<file path="src/rtl/mux_4_1_rr_sched.sv">
// mux_4_1_rr_sched
// Round-robin scheduler sharing one 4:1 DW-bit mux between four requesters.
// A grant is held until its requester drops or HOLD cycles elapse. It then
// rotates to the next requester after the rotating priority pointer, with no
// idle bubble between grants.
module mux_4_1_rr_sched #(
  parameter int DW   = 2,
  parameter int HOLD = 4
) (
  input  logic          clk,
  input  logic          rst,
  input  logic [3:0]    req,
  input  logic [DW-1:0] d0,
  input  logic [DW-1:0] d1,
  input  logic [DW-1:0] d2,
  input  logic [DW-1:0] d3,
  output logic [1:0]    sel,
  output logic [3:0]    grant,
  output logic [DW-1:0] y,
  output logic          busy,
  output logic [7:0]    hold_cnt
);

  typedef enum logic {IDLE, GRANT} state_t;

  localparam logic [7:0] HOLD_C = 8'(HOLD);

  state_t     state, state_nxt;
  logic [1:0] ptr, ptr_nxt;
  logic [1:0] sel_nxt;
  logic [3:0] grant_nxt;
  logic [7:0] cnt_nxt;

  logic [3:0] arb_req;
  logic [1:0] next_lane;
  logic       timeout;
  logic       release_now;

  // First requesting lane at or after the priority pointer, wrapping mod 4.
  // The loop scans the farthest offset first so that the nearest hit wins.
  function automatic logic [1:0] pick(input logic [1:0] p, input logic [3:0] r);
    logic [1:0] idx;
    pick = p;
    for (int k = 3; k >= 0; k--) begin
      idx = p + 2'(k);
      if (r[idx]) pick = idx;
    end
  endfunction

  // While a lane is granted, it is masked out so that a release hands over
  // to another lane whenever anyone else is waiting.
  always_comb begin
    arb_req     = (state == IDLE) ? req : (req & ~grant);
    next_lane   = pick(ptr, arb_req);
    timeout     = (hold_cnt == HOLD_C);
    release_now = !req[sel] || timeout;
  end

  // Next-state logic: start, hold, hand over, re-grant or return to idle.
  always_comb begin
    state_nxt = state;
    sel_nxt   = sel;
    grant_nxt = grant;
    cnt_nxt   = hold_cnt;
    ptr_nxt   = ptr;
    case (state)
      IDLE: begin
        if (|req) begin
          state_nxt = GRANT;
          sel_nxt   = next_lane;
          grant_nxt = 4'b0001 << next_lane;
          cnt_nxt   = 8'd1;
          ptr_nxt   = next_lane + 2'd1;
        end
      end
      GRANT: begin
        if (!release_now) begin
          cnt_nxt = hold_cnt + 8'd1;
        end else if (|arb_req) begin
          sel_nxt   = next_lane;
          grant_nxt = 4'b0001 << next_lane;
          cnt_nxt   = 8'd1;
          ptr_nxt   = next_lane + 2'd1;
        end else if (req[sel]) begin
          cnt_nxt = 8'd1;
          ptr_nxt = sel + 2'd1;
        end else begin
          state_nxt = IDLE;
          grant_nxt = 4'b0000;
          cnt_nxt   = 8'd0;
        end
      end
      default: begin
        state_nxt = IDLE;
        grant_nxt = 4'b0000;
        cnt_nxt   = 8'd0;
      end
    endcase
  end

  // State register with synchronous reset back to idle and pointer zero.
  always_ff @(posedge clk) begin
    if (rst) begin
      state    <= IDLE;
      sel      <= 2'd0;
      grant    <= 4'b0000;
      hold_cnt <= 8'd0;
      ptr      <= 2'd0;
    end else begin
      state    <= state_nxt;
      sel      <= sel_nxt;
      grant    <= grant_nxt;
      hold_cnt <= cnt_nxt;
      ptr      <= ptr_nxt;
    end
  end

  assign busy = (state == GRANT);

  // Shared mux: live lane data passes straight through; output is zero when idle.
  always_comb begin
    y = '0;
    if (|grant) begin
      case (sel)
        2'd0:    y = d0;
        2'd1:    y = d1;
        2'd2:    y = d2;
        default: y = d3;
      endcase
    end
  end

endmodule

</file>
<file path="config.mk">
export PLATFORM = sky130hd
export DESIGN_NAME = mux_4_1_rr_sched
export DESIGN_NICKNAME = d
export VERILOG_FILES = /design/src/rtl/mux_4_1_rr_sched.sv
export SDC_FILE = /design/constraint.sdc
export NUM_CORES = 1
export LEC_CHECK = 0
export ABC_AREA = 1
export CAP_MARGIN = 5
export CORE_MARGIN = 2
export CORE_UTILIZATION = 29
export CTS_BUF_LIST = sky130_fd_sc_hd__clkbuf_4
export CTS_CLUSTER_SIZE = 28
export DETAILED_ROUTE_END_ITERATION = 10
export RECOVER_POWER = 50
export SLEW_MARGIN = 10
export SYNTH_ARGS = -nofsm -noshare
export SYNTH_HDL_FRONTEND = slang
export SYNTH_SLANG_ARGS = --single-unit
</file>
<file path="constraint.sdc">
create_clock -name clk -period 3.2 [get_ports clk]
set_clock_uncertainty 0.05 [all_clocks]
set_input_delay 0.64 -clock clk [delete_from_list [all_inputs] [get_ports clk]]
set_output_delay 0.64 -clock clk [all_outputs]
set_load 0.005 [all_outputs]
</file>
==> flow_summary.yaml <==
die:
  start_util: 0.3074
  die_w_um: 69.82
  rows: 23
  io_pins: 31
  core_area_um2: 4086
  die_h_um: 69.82
  die_area_um2: 4874
sta:
  fin_crit_sh: 0.7921
  finalSetupTns_ps: 0
  holdWs_ps: 443.8
  rsz0062_at_grt: "false"
  fmax_mhz: 394.5
  maxSlewViolCount: 0
  tightest_slew_ps: 503.4
  layout_min_cycle_time_ps: 2535
  final_hold_viol_count: 0
  relSlewSlack: 0.6634
  setup_viol: 0
critical_path:
  max_stage_delay_ps: 520
  endpoint_kind: "primary output"
  endpoint: "y[0]"
  path_max_fanout: 1
  rr_worst_depth: 14
  crit_family: "buffers and inverters"
  cp-start-kind: "primary input"
  required_ps: 2510
  path_cells: "clkdlybuf4s50_1, a21oi_1, a31oi_1, clkdlybuf4s50_1"
  worst-path-stages: 4
  crit-reg2reg-capture: "ptr[1]$_SDFFE_PP0P_"
  critPathBufInv: 2
  r2r-start: "ptr[0]$_SDFFE_PP0P_"
  crit_path_frequent_cell: "clkdlybuf4s50_1"
  crit_arrival_ps: 1840
  cp-startpoint: "d2[0]"
  rrSetupSlack_ps: 1040
  critPathSlowestCell: "clkdlybuf4s50_1"
  crit_type: "primary input to primary output"
cts:
  cts_tree: "yes"
  cts_made_buffers: 3
  cts_hold_buffers: 0
  insertion_delay_ps: 300
  clkSlewWorstSetupHoldPaths_ps: 120
  cts-root-buf: "clkbuf_4"
  clockBufferDepth: 2
  post-cts-setup-buffer-count: 0
  postCtsResizedCells: 0
  htree_levels: 1
  clock_sinks: 17
global_route:
  grt_pass1_vias: 1308
  grt-ovfl-total: 0
  antenna_found_initial: 0
  grtUsageTotal: 0.1380
  grt_max_degree: 14
  grt_pass1_wl_um: 5637
synthesis:
  synth_top_cell_by_area: "dfxtp_1"
  netlist_top_cells_count: "nand2_1 (56), inv_1 (23), a21oi_1 (19), nand3_1 (19), dfxtp_1 (17)"
  syn-cell-area_um2: 1256
  yosys_most_used_dff: "dfxtp_1"
  yosys_warnings: 0
  synthXorXnorAreaFrac: 0.006972
  synth_compound_area_frac: 0.1863
  synth.distinct_cells: 29
  synth_cells: 198
  yosys-top-cells-area: "dfxtp_1 (27%), nand2_1 (17%), ha_1 (8.0%)"
  synth-simple-area-share: 0.3596
  yosysTopAreaCellShare: 0.2709
  synth_fp_nets: 220
  synth_top_family_by_area: "simple AND/OR/NAND/NOR gates"
  synth-edff-count: 0
  synth-seq-area-share: 0.2709
  synth.most_common_cell: "nand2_1"
  synth_fa_ha_area_frac: 0.07968
  synthMuxAreaShare: 0
  syn_area_per_cell_um2: 6.344
  synth.ff_latch_count: 17
  synthArstFlopShare: 0
pwr:
  ir_drop_v: 0.0002243
  power_density_nw_per_um2: 725.6
  power_leakage_nw: 0.7304
finish:
  num_antenna_cells: 0
  syn2layout_area_growth_pct: 29.68
  drive_gt1_frac: 0.07826
  fin_nets: 253
  n_fill_cell: 448
min_path:
  hp-class: "register to register"
  worstHoldStart: "hold_cnt[3]$_SDFFE_PP0N_"
run_status:
  status: "complete, no violations"
job:
  cap_viol_max_count: 0
route:
  drc: 0
  finalWirelength_um: 3146
  avgViaCountPerCell: 4.889
  ant_nets: 0
  routedWlPerCell_um: 11.24
  dr.pass1.iters: 4
  vias: 1369
  drtIter0Drc: 92
placed_design:
  dp_hpwl_um: 2465
  portBuffers: 30
  gp_congestion: 0.8286
cells in the final DEF (no fill, tap or decap), types with 2 or more instances in the layout:
master           netlist  final
a211oi_1               2      2
a21boi_0               2      2
a21oi_1               19     19
a31oi_1                2      2
clkbuf_4               0      3
clkdlybuf4s50_1        0     15
dfxtp_1               17     17
dlygate4sd3_1          0     15
ha_1                   8      8
inv_1                 23     23
inv_2                  3      3
nand2_1               56     56
nand2_2                6      6
nand3_1               19     19
nor2_1                15     15
nor3_1                 1      2
o21ai_0                8      8
o21ai_1                3      3
area by class of cell:
cell class | count | area, um2 | share of cell area
inverter | 27 | 106.4 | 0.06528
clock buffer | 3 | 22.52 | 0.01382
multi-input combinational | 152 | 789.5 | 0.4846
sequential | 17 | 340.3 | 0.2089
timing repair buffer | 30 | 300.3 | 0.1843
clock inverter | 1 | 7.507 | 0.004608
tap | 50 | 62.56 | 0.03840
power by group:
group	total (mW)	switching [mW]	internal, mW
sequential	0.331	0.0710	0.260
clock	0.121	0.0738	0.0476
combinational	0.730	0.419	0.311
worst min path at each step:
stage	to	slack [ps]	cells after the start
2_1_floorplan	hold_cnt[3]$_SDFFE_PP0N_	420	2
3_3_place_gp	hold_cnt[3]$_SDFFE_PP0N_	450	2
3_5_place_dp	hold_cnt[3]$_SDFFE_PP0N_	430	2
4_1_cts	hold_cnt[3]$_SDFFE_PP0N_	450	2
5_1_grt	hold_cnt[3]$_SDFFE_PP0N_	470	2
6_report	hold_cnt[3]$_SDFFE_PP0N_	440	2
stage by stage:
stage          instance area, um2  cells  total power, mW  utilization  setup slack [ps]
6_report                     1629    280            1.182       0.3987             665.2
5_1_grt                      1629    280            1.333       0.3987             554.7
4_1_cts                      1634    280            1.213       0.3999             663.8
3_5_place_dp                 1604    276            1.084       0.3925             519.4
3_3_place_gp                 1604    276            1.085       0.3925             535.5
2_1_floorplan                1256    198           0.8456            -              1291
tightest hold or removal path: stages, from the launching register on:
cell	delay (ps)
dfxtp_1	340
nand2_1	70
a21oi_1	60
logic make-up (layout without fill, tap and decap cells):
family | count (synthesis) | count (layout)
XOR/XNOR | 1 | 1
adder cells (fa/ha/maj) | 8 | 8
AND/OR/NAND/NOR | 103 | 103
AO/OA/AOI/OAI | 40 | 40
buffers and inverters | 29 | 61
flip-flops | 17 | 17
routing by layer:
layer | vias to the layer above | wire [um] | track usage | share of wire
met1 | 612 | 1526 | 0.1751 | 0.49
met4 | 0 | 38 | 0.06197 | 0.012
li1 | 712 | - | - | -
met2 | 41 | 1375 | 0.2265 | 0.44
met5 | - | 0 | 0 | 0
met3 | 4 | 206 | 0.02471 | 0.065
registers in the layout (all words and copies together), names as in the netlist:
name,flops
busy,1
grant,4
hold_cnt,8
ptr,2
sel,2
Note: power is estimated with default switching activity, not from simulation.
==> variant, RTL diff (config.mk and constraints unchanged) <==
Reset style: asynchronous (`rst`), changed in one clocked block. Comments in the files are not updated.
--- a/src/rtl/mux_4_1_rr_sched.sv
+++ b/src/rtl/mux_4_1_rr_sched.sv
@@ -99,7 +99,7 @@
   end
 
   // State register with synchronous reset back to idle and pointer zero.
-  always_ff @(posedge clk) begin
+  always_ff @(posedge clk or posedge rst) begin
     if (rst) begin
       state    <= IDLE;
       sel      <= 2'd0;
Check against the original RTL: differs if rst is asserted again (counterexample within 4 cycles, from zero or initial values and one cycle with rst high); with rst held inactive, the same outputs for 10 cycles.
==> variant against the unedited design <==
- die area is 1.3% higher
- cell count is 1.8% lower
- via count is 4.7% lower
- total power is 25% higher
- first-iteration DRC count is 13% lower
- fmax is 1.3% lower
- global-route usage is 0.48 points lower
- sequential cell count stayed put
- cell area is 1.5% higher
- routed wire length is 1.0% higher
- worst setup slack worse by 33 ps
- synthesized area is 1.4% higher
- critical endpoint unchanged
- largest power group unchanged
- highest routed layer unchanged
==> variant: results (changes against the unedited design) <==
M2 GR Usage: 21.6% (-1.1 points)
drt total wl: 3180 µm (+1.0%)
area of all sequential standard cells: 425 µm² (+25%)
compound-cell area share of the yosys netlist: 12.2% (-6.4 points)
Cell Pwr Density: 896 nW/µm² (+24%)
Synth Net Count: 212 (-3.6%)
hold endpoint: grant[0]
launch point of the worst reg-to-reg path: ptr[0]
clk tree area frac: 1.66% (-0.18 points)
GP Congestion: 0.856 (+3.3%)
Global Route met1 Usage: 17.9% (+0.34 points)
startpoint of the worst hold path: grant[0]
post-synthesis to final-layout area growth: 29.9%
top post-synthesis cells by count: sky130_fd_sc_hd__nand2_1, sky130_fd_sc_hd__inv_1, sky130_fd_sc_hd__nand3_1
primary flip-flop cell chosen by synthesis mapping: sky130_fd_sc_hd__dfrtp_1
vias after detailed routing: 1305 (-4.7%)
placed wire-length estimate after detailed placement: 2530 µm (+2.8%)
Post-layout nets: 246 (-2.8%)
dominant cells by area after synthesis: sky130_fd_sc_hd__dfrtp_1, sky130_fd_sc_hd__nand2_1, sky130_fd_sc_hd__nand3_1
mean post-synth cell area: 6.70 µm² (+5.7%)
instance area after placement: 1630 µm² (+1.7%)
number of cells on the worst reg-to-reg path: 13 (-1)
CP Launch Point: sel[0]
Critical R2R Capture: ptr[1]
starting DRC count in detailed routing: 80 (-13%)
result of the run: finished clean
arrival time at the worst endpoint: 1880 ps (+40 ps)
post-place setup slack: 539 ps (+19.2 ps)
maximum number of pins on one net before global-route repair: 18 (+4)
number of placed instances with taps included: 271 (-1.8%)
Layout non-clock buf frac: 18.2% (-0.28 points)
synth unique cells: 21 (-28%)
Yosys top cell area share: 33.4% (+6.3 points)
fraction of area in multi-input gates: 43.7% (-4.7 points)
mean routed wirelength per cell: 11.6 µm (+2.9%)
peak supply drop: 0.000350 V (+56%)
total leakage power: 0.840 nW (+15%)
count of TritonRoute iterations in the first routing pass: 4 (unchanged)
fraction of layout instances using a drive strength above 1: 4.48% (-3.3 points)
fraction of synthesized cell area in xor and xnor cells: 2.75% (+2.1 points)
minimum hold slack: 509 ps (+65.0 ps)
first-pass GRT wire length: 5350 µm (-5.1%)
shortest clock period the worst path allows after layout: 2570 ps (+33.2 ps)
multi-input combinational gate total: 142 (-6.6%)
sequential element share of the synthesized area: 33.4% (+6.3 points)
clock-pin slew of the registers on the worst-case setup and hold paths: 100 ps (-20 ps)
worst max-slew margin expressed relative to the limit: 55.8% (-10 points)
CP Max Fanout: 9 (+8)
register-to-register setup slack: 970 ps (-70 ps)
via count of the first global-routing pass: 1212 (-7.3%)
==> variant: changes by cell type after synthesis, moves of 4 or more <==
| cell | unedited run | this run |
|---|---|---|
| sky130_fd_sc_hd__nand2_1 | 56 | 61 |
| sky130_fd_sc_hd__a21oi_1 | 19 | 9 |
| sky130_fd_sc_hd__dfrtp_1 | 0 | 17 |
| sky130_fd_sc_hd__o22ai_1 | 0 | 4 |
| sky130_fd_sc_hd__nand4_1 | 0 | 4 |
| sky130_fd_sc_hd__nor2_1 | 15 | 8 |
| sky130_fd_sc_hd__dfxtp_1 | 17 | 0 |
| sky130_fd_sc_hd__nand2_2 | 6 | 2 |
==> variant: report_power, final <==
part           internal [mW]  leakage (nW)  switching, mW
Sequential             0.283         0.216         0.0897
Combinational          0.409         0.606          0.583
Clock                 0.0465        0.0177         0.0712
Total                  0.739         0.840          0.744
==> variant: per-layer routing <==
metal / routed length, µm / part of all wire (%)
met4: 23 / 0.72
met1: 1530 / 48
met5: 0 / 0
met2: 1410 / 44
met3: 213 / 6.7
